$ cat src/rtl/chimera_router_pkg.sv
// chimera_router_pkg: shared types and helpers for the wide-path region router.
//   rule_t      : one address region {start_addr (inclusive), end_addr (exclusive), port}
//   decode_t    : decode result {hit, port}
//   decode_port : lowest-index-wins region decode with default fallback
//   sel_width   : select width for a given downstream port count (at least 1)
package chimera_router_pkg;

   localparam int unsigned MaxAddrWidth = 64;
   localparam int unsigned MaxRegions   = 32;
   localparam int unsigned MaxSelWidth  = 8;

   typedef logic [MaxAddrWidth-1:0] addr_t;
   typedef logic [MaxSelWidth-1:0]  port_t;

   typedef struct packed {
      addr_t start_addr;
      addr_t end_addr;
      port_t port;
   } rule_t;

   typedef rule_t [MaxRegions-1:0] rule_tbl_t;

   typedef struct packed {
      logic  hit;
      port_t port;
   } decode_t;

   function automatic int unsigned sel_width(input int unsigned num_ports);
      return (num_ports > 1) ? $clog2(num_ports) : 1;
   endfunction

   // Scan from the highest index down so the lowest matching index is the last
   // write. Unused table entries have start == end and can never hit.
   function automatic decode_t decode_port(input addr_t addr, input rule_tbl_t rules,
                                           input port_t default_port);
      decode_t res;
      res.hit  = 1'b0;
      res.port = default_port;
      for (int i = int'(MaxRegions) - 1; i >= 0; i--) begin
         if (addr >= rules[i].start_addr && addr < rules[i].end_addr) begin
            res.hit  = 1'b1;
            res.port = rules[i].port;
         end
      end
      return res;
   endfunction

endpackage

$ cat src/rtl/chimera_route_guard.sv
// chimera_route_guard: per-direction ordering guard. Counts outstanding
// transactions and stalls any request that would change the destination port
// while others are in flight, or that would exceed MaxTxns.
//   clk_i, rst_i   : clock, synchronous active-high reset
//   valid_i/ready_i: upstream valid, downstream ready
//   port_i         : decoded destination port of the presented request
//   done_i         : completion of one outstanding transaction
//   valid_o/ready_o: gated valid to downstream, gated ready to upstream
//   handshake_o    : downstream handshake this cycle
//   stall_o        : request presented but blocked
//   idle_o         : no transactions outstanding
//   underflow_o    : completion seen with nothing outstanding
module chimera_route_guard #(
   parameter int unsigned SelWidth = 2,
   parameter int unsigned MaxTxns  = 8
) (
   input  logic                clk_i,
   input  logic                rst_i,
   input  logic                valid_i,
   input  logic                ready_i,
   input  logic [SelWidth-1:0] port_i,
   input  logic                done_i,
   output logic                valid_o,
   output logic                ready_o,
   output logic                handshake_o,
   output logic                stall_o,
   output logic                idle_o,
   output logic                underflow_o
);

   localparam int unsigned CntWidth = $clog2(MaxTxns + 1);

   typedef enum logic [0:0] {StIdle, StActive} state_e;

   state_e              state_q;
   logic [CntWidth-1:0] cnt_q;
   logic [CntWidth-1:0] cnt_next;
   logic [SelWidth-1:0] cur_port_q;
   logic                allowed;
   logic                dec;

   always_comb begin
      allowed     = (state_q == StIdle) ||
                    ((port_i == cur_port_q) && (cnt_q < CntWidth'(MaxTxns)));
      valid_o     = !rst_i && allowed && valid_i;
      ready_o     = !rst_i && allowed && ready_i;
      handshake_o = valid_o && ready_i;
      stall_o     = !rst_i && valid_i && !allowed;
      idle_o      = (cnt_q == '0);
      underflow_o = done_i && (cnt_q == '0);
      dec         = done_i && (cnt_q != '0);
      cnt_next    = cnt_q;
      if (handshake_o && !dec) begin
         cnt_next = cnt_q + 1'b1;
      end else if (!handshake_o && dec) begin
         cnt_next = cnt_q - 1'b1;
      end
   end

   always_ff @(posedge clk_i) begin
      if (rst_i) begin
         state_q    <= StIdle;
         cnt_q      <= '0;
         cur_port_q <= '0;
      end else begin
         cnt_q   <= cnt_next;
         state_q <= (cnt_next != '0) ? StActive : StIdle;
         if (handshake_o) begin
            cur_port_q <= port_i;
         end
      end
   end

endmodule

$ cat src/rtl/chimera_wide_region_router.sv
// chimera_wide_region_router: address router and ordering guard for a
// cluster's wide AXI master path. Decodes AW/AR addresses into NumRegions
// regions mapped onto NumPorts downstream ports, drives the demux selects, and
// stalls port switches while transactions are outstanding.
//   clk_i, rst_i         : SoC clock, synchronous active-high reset
//   bypass_i             : test bypass request (latched only when fully idle)
//   aw_*/ar_*            : upstream request, gated request to demux, select
//   b_done_i             : write completion; r_last_done_i: read completion
//   bypass_active_o      : latched bypass state
//   err_o                : sticky completion-with-nothing-outstanding flag
// Optional macro CHIMERA_ROUTER_PERF_EN adds stall_cycles_o and miss_count_o.
module chimera_wide_region_router
   import chimera_router_pkg::*;
#(
   parameter int unsigned AddrWidth  = 48,
   parameter int unsigned NumRegions = 4,
   parameter int unsigned NumPorts   = 3,
   parameter int unsigned MaxTxns    = 8,
   parameter logic [NumRegions-1:0][AddrWidth-1:0] RegionStart = '0,
   parameter logic [NumRegions-1:0][AddrWidth-1:0] RegionEnd   = '0,
   parameter logic [NumRegions-1:0][sel_width(NumPorts)-1:0] RegionPort = '0,
   parameter int unsigned DefaultPort = 0,
   parameter int unsigned BypassPort  = 0
) (
   input  logic                           clk_i,
   input  logic                           rst_i,
   input  logic                           bypass_i,
   input  logic                           aw_valid_i,
   input  logic [AddrWidth-1:0]           aw_addr_i,
   output logic                           aw_ready_o,
   output logic                           aw_valid_o,
   input  logic                           aw_ready_i,
   output logic [sel_width(NumPorts)-1:0] aw_select_o,
   input  logic                           b_done_i,
   input  logic                           ar_valid_i,
   input  logic [AddrWidth-1:0]           ar_addr_i,
   output logic                           ar_ready_o,
   output logic                           ar_valid_o,
   input  logic                           ar_ready_i,
   output logic [sel_width(NumPorts)-1:0] ar_select_o,
   input  logic                           r_last_done_i,
   output logic                           bypass_active_o,
   output logic                           err_o
`ifdef CHIMERA_ROUTER_PERF_EN
   ,
   output logic [31:0]                    stall_cycles_o,
   output logic [31:0]                    miss_count_o
`endif
);

   localparam int unsigned SelWidth = sel_width(NumPorts);
   localparam logic [SelWidth-1:0] BypassSel = SelWidth'(BypassPort);

   rule_tbl_t           rules;
   decode_t             aw_dec, ar_dec;
   logic [SelWidth-1:0] aw_port, ar_port;
   logic                bypass_q, err_q;
   logic                aw_hs, ar_hs, aw_stall, ar_stall;
   logic                aw_idle, ar_idle, aw_underflow, ar_underflow;

   // Entries beyond NumRegions stay zero (start == end) and never hit.
   always_comb begin
      rules = '0;
      for (int i = 0; i < int'(NumRegions) && i < int'(MaxRegions); i++) begin
         rules[i].start_addr = addr_t'(RegionStart[i]);
         rules[i].end_addr   = addr_t'(RegionEnd[i]);
         rules[i].port       = port_t'(RegionPort[i]);
      end
   end

   assign aw_dec      = decode_port(addr_t'(aw_addr_i), rules, port_t'(DefaultPort));
   assign ar_dec      = decode_port(addr_t'(ar_addr_i), rules, port_t'(DefaultPort));
   assign aw_port     = bypass_q ? BypassSel : aw_dec.port[SelWidth-1:0];
   assign ar_port     = bypass_q ? BypassSel : ar_dec.port[SelWidth-1:0];
   assign aw_select_o = aw_port;
   assign ar_select_o = ar_port;

   chimera_route_guard #(
      .SelWidth (SelWidth),
      .MaxTxns  (MaxTxns)
   ) u_aw_guard (
      .clk_i       (clk_i),
      .rst_i       (rst_i),
      .valid_i     (aw_valid_i),
      .ready_i     (aw_ready_i),
      .port_i      (aw_port),
      .done_i      (b_done_i),
      .valid_o     (aw_valid_o),
      .ready_o     (aw_ready_o),
      .handshake_o (aw_hs),
      .stall_o     (aw_stall),
      .idle_o      (aw_idle),
      .underflow_o (aw_underflow)
   );

   chimera_route_guard #(
      .SelWidth (SelWidth),
      .MaxTxns  (MaxTxns)
   ) u_ar_guard (
      .clk_i       (clk_i),
      .rst_i       (rst_i),
      .valid_i     (ar_valid_i),
      .ready_i     (ar_ready_i),
      .port_i      (ar_port),
      .done_i      (r_last_done_i),
      .valid_o     (ar_valid_o),
      .ready_o     (ar_ready_o),
      .handshake_o (ar_hs),
      .stall_o     (ar_stall),
      .idle_o      (ar_idle),
      .underflow_o (ar_underflow)
   );

   // Bypass only changes when nothing is in flight and nothing is being
   // accepted, so it never reroutes part of a burst.
   always_ff @(posedge clk_i) begin
      if (rst_i) begin
         bypass_q <= 1'b0;
         err_q    <= 1'b0;
      end else begin
         if (aw_idle && ar_idle && !aw_hs && !ar_hs) begin
            bypass_q <= bypass_i;
         end
         if (aw_underflow || ar_underflow) begin
            err_q <= 1'b1;
         end
      end
   end

   assign bypass_active_o = bypass_q;
   assign err_o           = err_q;

`ifdef CHIMERA_ROUTER_PERF_EN
   logic [31:0] stall_cycles_q, miss_count_q;
   logic        aw_miss, ar_miss;

   // A miss is a fallback to DefaultPort from the decoder, not a bypass route.
   assign aw_miss = aw_hs && !bypass_q && !aw_dec.hit;
   assign ar_miss = ar_hs && !bypass_q && !ar_dec.hit;

   always_ff @(posedge clk_i) begin
      if (rst_i) begin
         stall_cycles_q <= '0;
         miss_count_q   <= '0;
      end else begin
         if (aw_stall || ar_stall) begin
            stall_cycles_q <= stall_cycles_q + 32'd1;
         end
         miss_count_q <= miss_count_q + 32'(aw_miss) + 32'(ar_miss);
      end
   end

   assign stall_cycles_o = stall_cycles_q;
   assign miss_count_o   = miss_count_q;
`endif

endmodule

$ cat config.mk
export PLATFORM = sky130hd
export DESIGN_NAME = chimera_wide_region_router
export DESIGN_NICKNAME = d
export VERILOG_FILES = /design/src/rtl/chimera_router_pkg.sv /design/src/rtl/chimera_route_guard.sv /design/src/rtl/chimera_wide_region_router.sv
export SDC_FILE = /design/constraint.sdc
export NUM_CORES = 1
export LEC_CHECK = 0
export ABC_AREA = 0
export BUFFER_PORTS_ARGS = -buffer_cell sky130_fd_sc_hd__buf_2
export CORE_ASPECT_RATIO = 1.1
export CORE_MARGIN = 5
export CORE_UTILIZATION = 33
export DETAILED_ROUTE_END_ITERATION = 10
export PLACE_DENSITY = 0.85
export RECOVER_POWER = 100
export SETUP_SLACK_MARGIN = 0.2
export SLEW_MARGIN = 20
export SYNTH_ARGS = -nofsm -noshare
export SYNTH_HDL_FRONTEND = slang
export SYNTH_SLANG_ARGS = --single-unit
$ cat constraint.sdc
create_clock -name clk_i -period 5.4 [get_ports clk_i]
set_clock_uncertainty 0.1 [all_clocks]
set_input_delay 0.27 -clock clk_i [delete_from_list [all_inputs] [get_ports clk_i]]
set_output_delay 0.27 -clock clk_i [all_outputs]
set_load 0.005 [all_outputs]
==> impl_metrics.py, run 1 <==
metrics = {
    "cells_and_area": {
        "fin_nets": 225,
        "final_area_sq_um": 928.4,
        "drive_above_1_share_pct": 18.26,
        "diodes": 0,
        "syn2layout_area_growth_pct": 7.849,
        "nFillCells": 270,
        "fin_cells": 146,
    },
    "yosys": {
        "synth_edf_count": 0,
        "synthCells": 101,
        "avgSynthCellArea_sq_um": 8.523,
        "seq_area_frac_synth_pct": 27.91,
        "yosysWarnings": 0,
        "async_reset_ff_share_pct": 0,
        "netlist_area_sq_um": 860.8,
        "synth-seq-cells": 12,
        "synth_cell_type_count": 42,
        "synth-main-ff-cell": "dfxtp_1",
    },
    "grt": {
        "grt_max_degree": 18,
        "grtUsageTotal_pct": 10.73,
        "grt_pass1_wl_mm": 3.125,
        "grt_overflow": 0,
        "grt_antenna_before_repair": 0,
        "grt_pass1_vias": 781,
    },
    "sta": {
        "clock.fmax_ghz": 0.4345,
        "max_slew_margin_pct": 38.18,
        "min_period_over_period_pct": 42.62,
        "tightestPinTransition_ns": 0.9202,
        "layout_min_cycle_time_ns": 2.301,
        "drv_slew": 0,
        "finalHoldViolCount": 0,
        "setup_tns_ns": 0,
        "rsz0062_at_grt": "false",
        "setup_viol": 0,
    },
    "setup_path": {
        "r2r_end": "u_aw_guard.state_q",
        "crit_type": "reg -> reg",
        "start_kind": "register",
        "r2r_slack_ns": 3.10,
        "r2r_start": "u_aw_guard.cnt_q[1]",
        "crit_path_end_kind": "register",
        "cp_max_fo": 7,
        "required_ns": 5.42,
        "rr_worst_depth": 7,
        "arrival_ns": 2.32,
    },
    "clock_tree": {
        "clk_latency_ns": 0.28,
        "cts.sinks": 12,
        "htreeDepth": 1,
        "ctsResizeCount": 0,
        "cts-root-buf": "clkbuf_4",
        "cts_tree": "done",
        "cts_buffers": 3,
        "cts.clk_slew.worst_paths_ns": 0.08,
        "postCtsSetupBuffers": 0,
        "cts.hold.buffers_added": 0,
        "clockBufferDepth": 2,
    },
    "worst_hold_path": {
        "hold_class": "in -> reg",
        "min_path_cells": 3,
        "hp-start": "bypass_i",
        "hold_end": "bypass_active_o",
    },
    "detailed_routing": {
        "drc": 0,
        "drtAntennaViolNets": 0,
        "wl_mm": 1.932,
        "drtIter0Drc": 37,
        "drt-wirelength-per-cell_um": 13.23,
        "via_per_inst": 5.616,
        "drt-pass1-iter-count": 5,
        "vias": 820,
    },
    "die": {
        "start_util_pct": 34.49,
        "dieArea_sq_um": 3731,
        "die_height_um": 63.57,
        "die_w_um": 58.70,
        "core_region_area_sq_um": 2496,
        "io_pins": 115,
        "row_count": 19,
    },
    "run_status": {
        "status": "finished clean",
    },
    "place": {
        "dp_hpwl_mm": 1.452,
        "gp_congestion": 0.8669,
        "post_dp_cell_area_sq_um": 924.6,
        "place_inst": 142,
        "portBuffers": 14,
    },
    "power_and_ir_drop": {
        "peakVddDrop_mv": 0.2431,
        "p_leak_nw": 0.3768,
        "p_total_mw": 0.4967,
        "cellPowerDensity_nw_per_um2": 535.0,
    },
    "job": {
        "cap_violations": 0,
    },
}
cell type report:
class                      count  area [sq um]  area share [%]
timing repair buffer          14         66.31           7.143
multi-input combinational     78         520.5           56.06
clock buffer                   4         36.28           3.908
sequential                    12         240.2           25.88
inverter                       7         26.28           2.830
tap                           31         38.79           4.178
cells in the mapped netlist, types with 2 or more instances:
library cell | count | area share, %
a21oi_1 | 4 | 2.3
a311oi_1 | 2 | 2.0
a31oi_1 | 2 | 1.5
buf_4 | 4 | 3.5
buf_6 | 2 | 2.6
dfxtp_1 | 12 | 28
ha_1 | 4 | 5.8
inv_1 | 7 | 3.1
mux2i_1 | 2 | 2.3
nand2_1 | 5 | 2.2
nand2b_1 | 2 | 1.5
nand3_1 | 2 | 1.2
nor2_1 | 12 | 5.2
nor3_1 | 5 | 2.9
nor4_1 | 2 | 1.5
o21ai_0 | 3 | 1.7
o22ai_2 | 2 | 2.9
o31ai_1 | 2 | 1.7
xnor2_1 | 4 | 4.1
state kept, by name, summed over array words and instances (netlist names):
| signal | cells |
|---|---|
| u_ar_guard.cnt_q | 4 |
| u_aw_guard.cnt_q | 4 |
| err_o | 1 |
| u_ar_guard.state_q | 1 |
| u_aw_guard.state_q | 1 |
| bypass_active_o | 1 |
worst max-delay path by stage:
stage                     slack [ns]                start                  to
after floorplan                 3.33  u_aw_guard.cnt_q[1]  u_aw_guard.state_q
after global placement          3.19  u_aw_guard.cnt_q[1]  u_aw_guard.state_q
after detailed placement        3.16  u_aw_guard.cnt_q[1]  u_aw_guard.state_q
after CTS                       3.12  u_aw_guard.cnt_q[1]  u_aw_guard.state_q
after global routing            2.91  u_aw_guard.cnt_q[3]  u_aw_guard.state_q
final                           3.10  u_aw_guard.cnt_q[1]  u_aw_guard.state_q
per-stage QoR:
stage / util, % / hold WS, ns / setup WS, ns
after global routing: 37.19 / 0.1674 / 2.908
after detailed placement: 37.04 / 0.3849 / 3.156
after floorplan: - / 0.3172 / 3.333
after CTS: 38.50 / 0.1188 / 3.119
after global placement: 37.04 / 0.3781 / 3.189
final: 37.19 / 0.1211 / 3.099
layer usage:
metal / global-route usage, % / vias up / wire [um]
met5: 0 / - / 0
met3: 2.857 / 4 / 154
met4: 6.232 / 0 / 40
met1: 10.98 / 400 / 805
li1: - / 388 / -
met2: 18.99 / 28 / 932
cells by family after synthesis:
group	share of synthesized area (%)
xor+xnor	5.087
mux	3.634
simple gates	27.04
compound gates	20.49
other cells	0.4356
buf+inv	9.593
fa+ha+maj	5.814
flops	27.91
cell usage in the layout, fill, tap and decap left out, drive strengths merged, types with 3 or more instances in the layout:
master  count
inv         7
nor2       12
buf        10
dfxtp      12
nor3        6
nand2b      3
nand2       5
o21ai       3
conb        4
clkbuf      8
a21oi       4
ha          4
xnor2       4
power breakdown:
| part | switching, mW | internal, mW |
|---|---|---|
| Sequential | 0.0446 | 0.126 |
| Combinational | 0.131 | 0.123 |
| Clock | 0.0307 | 0.0410 |
critical path, cell delays in order (launching register included):
cell and delay [ns]:
dfxtp_1 0.37, inv_1 0.11, ha_1 0.21, or3b_2 0.48
nand2_1 0.19, mux2_2 0.36, xor2_1 0.18, a41oi_1 0.13
No activity file was read; power rests on OpenSTA's default activity.
==> run 2: changes to the inputs <==
--- a/config.mk
+++ b/config.mk
@@ -9,9 +9,9 @@
 export BUFFER_PORTS_ARGS = -buffer_cell sky130_fd_sc_hd__buf_2
 export CORE_ASPECT_RATIO = 1.1
 export CORE_MARGIN = 5
-export CORE_UTILIZATION = 33
+export CORE_UTILIZATION = 28
 export DETAILED_ROUTE_END_ITERATION = 10
-export PLACE_DENSITY = 0.85
+export PLACE_DENSITY = 0.76
 export RECOVER_POWER = 100
 export SETUP_SLACK_MARGIN = 0.2
 export SLEW_MARGIN = 20
==> constraint.sdc (replaced) <==
create_clock -name clk_i -period 2.1 [get_ports clk_i]
set_clock_uncertainty 0.1 [all_clocks]
set_input_delay 0.105 -clock clk_i [delete_from_list [all_inputs] [get_ports clk_i]]
set_output_delay 0.105 -clock clk_i [all_outputs]
set_load 0.005 [all_outputs]
==> impl_metrics.py, run 2 (synthesized netlist as in run 1, its figures left out) <==
metrics = {
    "worst_hold_path": {
        "hold_class": "in -> reg",
        "min_path_cells": 3,
    },
    "sta": {
        "min_period_over_period_pct": 94.89,
        "finalHoldViolCount": 0,
        "setup_tns_ns": 0,
        "rsz0062_at_grt": "true",
        "layout_min_cycle_time_ns": 1.993,
        "whs_ns": 0.01088,
        "drv_slew": 0,
        "setup_viol": 0,
        "clock.fmax_ghz": 0.5019,
    },
    "clock_tree": {
        "cts.sinks": 12,
        "clk_latency_ns": 0.28,
        "cts_tree": "done",
        "cts_buffers": 3,
        "cts-root-buf": "clkbuf_4",
        "htreeDepth": 1,
        "cts.clk_slew.worst_paths_ns": 0.08,
        "clockBufferDepth": 2,
    },
    "grt": {
        "grt_pass1_vias": 816,
        "grt_overflow": 0,
        "grt_antenna_before_repair": 0,
        "grtUsageTotal_pct": 9.769,
        "grt_pass1_wl_mm": 3.367,
        "grt_max_degree": 10,
    },
    "place": {
        "dp_hpwl_mm": 1.445,
        "post_dp_cell_area_sq_um": 994.7,
        "portBuffers": 14,
        "gp_congestion": 0.8315,
    },
    "detailed_routing": {
        "drt-pass1-iter-count": 4,
        "via_per_inst": 4.896,
        "drc": 0,
        "drt-wirelength-per-cell_um": 12.73,
        "drtIter0Drc": 16,
        "wl_mm": 2.075,
        "drtAntennaViolNets": 0,
        "vias": 798,
    },
    "setup_path": {
        "crit_path_end_kind": "register",
        "arrival_ns": 2.03,
        "rr_worst_depth": 7,
        "start_kind": "register",
        "required_ns": 2.14,
        "cp_max_fo": 3,
        "crit_type": "reg -> reg",
    },
    "cells_and_area": {
        "drive_above_1_share_pct": 37.21,
        "final_area_sq_um": 1150,
        "fin_nets": 239,
        "largestRegisters": "u_ar_guard.cnt_q (4), u_aw_guard.cnt_q (4)",
        "final_cell_mix": "nor2_1, buf_4, dfxtp_1, buf_2, clkbuf_1",
        "syn2layout_area_growth_pct": 33.58,
        "diodes": 0,
        "utilization_pct": 38.39,
    },
    "die": {
        "start_util_pct": 28.74,
        "die_height_um": 68.16,
        "dieArea_sq_um": 4285,
        "io_pins": 115,
        "core_region_area_sq_um": 2995,
        "row_count": 21,
        "die_w_um": 62.87,
    },
    "job": {
        "cap_violations": 0,
    },
    "power_and_ir_drop": {
        "p_total_mw": 1.624,
        "cellPowerDensity_nw_per_um2": 1413,
        "peakVddDrop_mv": 0.8526,
        "p_leak_nw": 0.4615,
    },
    "run_status": {
        "status": "finished clean",
    },
}
==> run 2: repair_timing <==
item,CTS,global route
buffers inserted,5,1
hold buffers,1,0
resized for setup,13,7
pin swaps,9,2
endpoints found under the hold margin,1,0
cloned,0,0
endpoints found under the setup margin,5,6
==> run 2: final cells by class <==
| cell class | count | area [sq um] |
|---|---|---|
| fillers | 327 | 1846 |
| repair buffers | 28 | 168.9 |
| well taps | 34 | 42.54 |
| clock buffers | 4 | 36.28 |
| inverters | 7 | 26.28 |
| flip-flops and latches | 12 | 242.7 |
| multi-input cells | 78 | 633.1 |
==> run 2: per-stage QoR <==
| stage | worst slack [ns] | cells |
|---|---|---|
| final | 0.1074 | 163 |
| after global routing | 0.04078 | 163 |
| after CTS | 0.1724 | 162 |
| after detailed placement | 0.1245 | 152 |
| after global placement | 0.1437 | 152 |
| after floorplan | 0.2025 | 104 |
==> run 2: per-layer routing <==
metal | GRT usage (%) | part of all wire, % | vias up
met5 | 0 | 0 | -
met2 | 18.21 | 51 | 15
met4 | 1.326 | 0 | 0
met3 | 3.448 | 4.9 | 0
met1 | 10.99 | 44 | 368
li1 | - | - | 415
==> run 2: final timing paths <==
check / from / end / slack [ns]
min reg2reg: err_o / err_o / 0.40
max reg2reg: u_aw_guard.cnt_q[1] / u_aw_guard.state_q / 0.11
min: r_last_done_i / err_o / 0.01
max: u_aw_guard.cnt_q[1] / u_aw_guard.state_q / 0.11
==> run 2: report_power, final <==
part	leakage [nW]	switching [mW]	internal (mW)
sequential	0.0999	0.0867	0.328
combinational	0.341	0.482	0.538
clock	0.0210	0.0842	0.105
total	0.461	0.653	0.971
==> run 2: critical path, cell delays in order (launching register included) <==
cell and delay, ns:
dfxtp_2 0.32, inv_1 0.11, ha_4 0.15, or3b_1 0.42
nand2_4 0.10, mux2_4 0.30, xor2_1 0.21, a41oi_2 0.14
==> run 3: changes to the inputs <==
--- a/config.mk
+++ b/config.mk
@@ -11,7 +11,7 @@
 export CORE_MARGIN = 5
 export CORE_UTILIZATION = 28
 export DETAILED_ROUTE_END_ITERATION = 10
-export PLACE_DENSITY = 0.76
+export PLACE_DENSITY_LB_ADDON = 0.15
 export RECOVER_POWER = 100
 export SETUP_SLACK_MARGIN = 0.2
 export SLEW_MARGIN = 20
==> impl_metrics.py, run 3 (synthesized netlist as in run 1, its figures left out) <==
metrics = {
    "run_status": {
        "status": "finished clean",
    },
    "setup_path": {
        "cpLargestDelayFamily": "compound AO/OA/AOI/OAI gates",
        "crit_buf_inv": 1,
        "slowest_delay_ns": 0.40,
        "path_cells": "inv_2 > ha_4 > or3b_4 > a211o_4 > a32o_2 > a31oi_1",
        "r2r_slack_ns": 0.18,
        "start_kind": "register",
        "cp_max_fo": 7,
        "crit_path_end_kind": "register",
        "arrival_ns": 2.02,
        "slowest_stage": "a211o_4",
        "required_ns": 2.20,
        "crit_type": "reg -> reg",
    },
    "clock_tree": {
        "cts-root-buf": "clkbuf_4",
        "cts_buffers": 3,
        "htreeDepth": 1,
        "cts.clk_slew.worst_paths_ns": 0.08,
        "clockBufferDepth": 2,
        "clk_latency_ns": 0.27,
        "cts_tree": "done",
        "cts.sinks": 12,
    },
    "power_and_ir_drop": {
        "p_clk_share_pct": 11.4,
        "p_sw_mw": 0.6412,
        "seqPwrFrac_pct": 25.5,
        "p_total_mw": 1.616,
        "peakVddDrop_mv": 0.5139,
        "comb_power_share_pct": 63.1,
        "p_int_mw": 0.9750,
        "swShare_pct": 39.67,
        "p_leak_nw": 0.4734,
        "cellPowerDensity_nw_per_um2": 1383,
    },
    "grt": {
        "grt_pass1_wl_mm": 3.636,
        "grtUsageTotal_pct": 10.71,
        "grt_max_degree": 12,
        "grt_pass1_vias": 834,
        "grt_overflow": 0,
        "grt_antenna_before_repair": 0,
    },
    "job": {
        "cap_violations": 0,
    },
    "cells_and_area": {
        "nFillCells": 340,
        "mostFrequentLayoutCell": "buf_4",
        "final_cell_mix": "buf_4, nor2_1, dfxtp_1, buf_2, nor3_1",
        "syn2layout_area_growth_pct": 35.76,
        "fin_nets": 242,
        "diodes": 0,
        "largestRegisters": "u_ar_guard.cnt_q (4), u_aw_guard.cnt_q (4)",
        "final_area_sq_um": 1169,
        "drive_above_1_share_pct": 40.15,
    },
    "sta": {
        "setup_viol": 0,
        "setup_tns_ns": 0,
        "min_period_over_period_pct": 91.27,
        "clock.fmax_ghz": 0.5217,
        "finalHoldViolCount": 0,
        "layout_min_cycle_time_ns": 1.917,
        "rsz0062_at_grt": "true",
        "drv_slew": 0,
    },
    "die": {
        "dieArea_sq_um": 4285,
        "row_count": 21,
        "die_height_um": 68.16,
        "io_pins": 115,
        "start_util_pct": 28.74,
        "die_w_um": 62.87,
        "core_region_area_sq_um": 2995,
    },
    "detailed_routing": {
        "via_per_inst": 4.934,
        "drc": 0,
        "wl_mm": 2.124,
        "drtAntennaViolNets": 0,
        "drtIter0Drc": 18,
        "vias": 819,
        "drt-wirelength-per-cell_um": 12.80,
        "drt-pass1-iter-count": 4,
    },
    "worst_hold_path": {
        "hold_class": "in -> reg",
    },
    "place": {
        "dp_hpwl_mm": 1.609,
        "portBuffers": 14,
        "gp_congestion": 0.7240,
        "post_dp_cell_area_sq_um": 994.7,
    },
}
-- run 3: what timing repair did --
action	4_1_cts	5_1_grt
resized for setup	12	7
hold buffers	1	0
buffers inserted	6	3
setup endpoints to repair	6	8
endpoints found under the hold margin	1	0
pin swaps	10	6
-- run 3: power groups by stage --
stage          Combinational [mW]  Clock [mW]  Sequential, mW
5_1_grt                      1.15       0.203           0.431
2_1_floorplan               0.601           0           0.415
3_5_place_dp                0.837           0           0.409
3_3_place_gp                0.819           0           0.408
4_1_cts                     0.987       0.191           0.416
6_report                     1.02       0.184           0.413
-- run 3: final timing paths --
path                            cells after the start                   to                start
worst max-delay path                                6   u_ar_guard.state_q  u_ar_guard.cnt_q[0]
worst min-delay path                                2  u_ar_guard.cnt_q[3]                rst_i
worst max register to register                      6   u_ar_guard.state_q  u_ar_guard.cnt_q[0]
worst min register to register                      2                err_o                err_o
-- run 3: routing by layer --
metal | up-vias | GRT usage (%) | part of all wire [%]
met5 | - | 0 | 0
met4 | 0 | 3.183 | 0.56
met3 | 2 | 2.135 | 4.0
met2 | 14 | 20.51 | 49
met1 | 385 | 11.98 | 46
li1 | 418 | - | -
-- run 3: worst register-to-register path, stage by stage (launching register included) --
cell,delay [ns]
dfxtp_1,0.32
inv_2,0.08
ha_4,0.13
or3b_4,0.39
a211o_4,0.40
a32o_2,0.29
a31oi_1,0.15
-- run 3: layout make-up --
cell class | instances | area (sq um) | share of cell area (%)
sequential | 12 | 241.5 | 20.66
inverter | 7 | 26.28 | 2.248
multi-input combinational | 78 | 626.9 | 53.64
timing repair buffer | 31 | 195.2 | 16.70
clock buffer | 4 | 36.28 | 3.105
tap | 34 | 42.54 | 3.640
-- run 3: stage by stage --
step	utilization [%]	setup WS (ns)	hold slack [ns]	cells
after global routing	39.01	0.09630	0.06420	166
after detailed placement	33.21	0.1231	0.2554	152
after CTS	37.76	0.1838	0.04140	163
after global placement	33.21	0.1397	0.2446	152
after floorplan	-	0.2025	0.1522	104
final	39.01	0.1833	0.04419	166
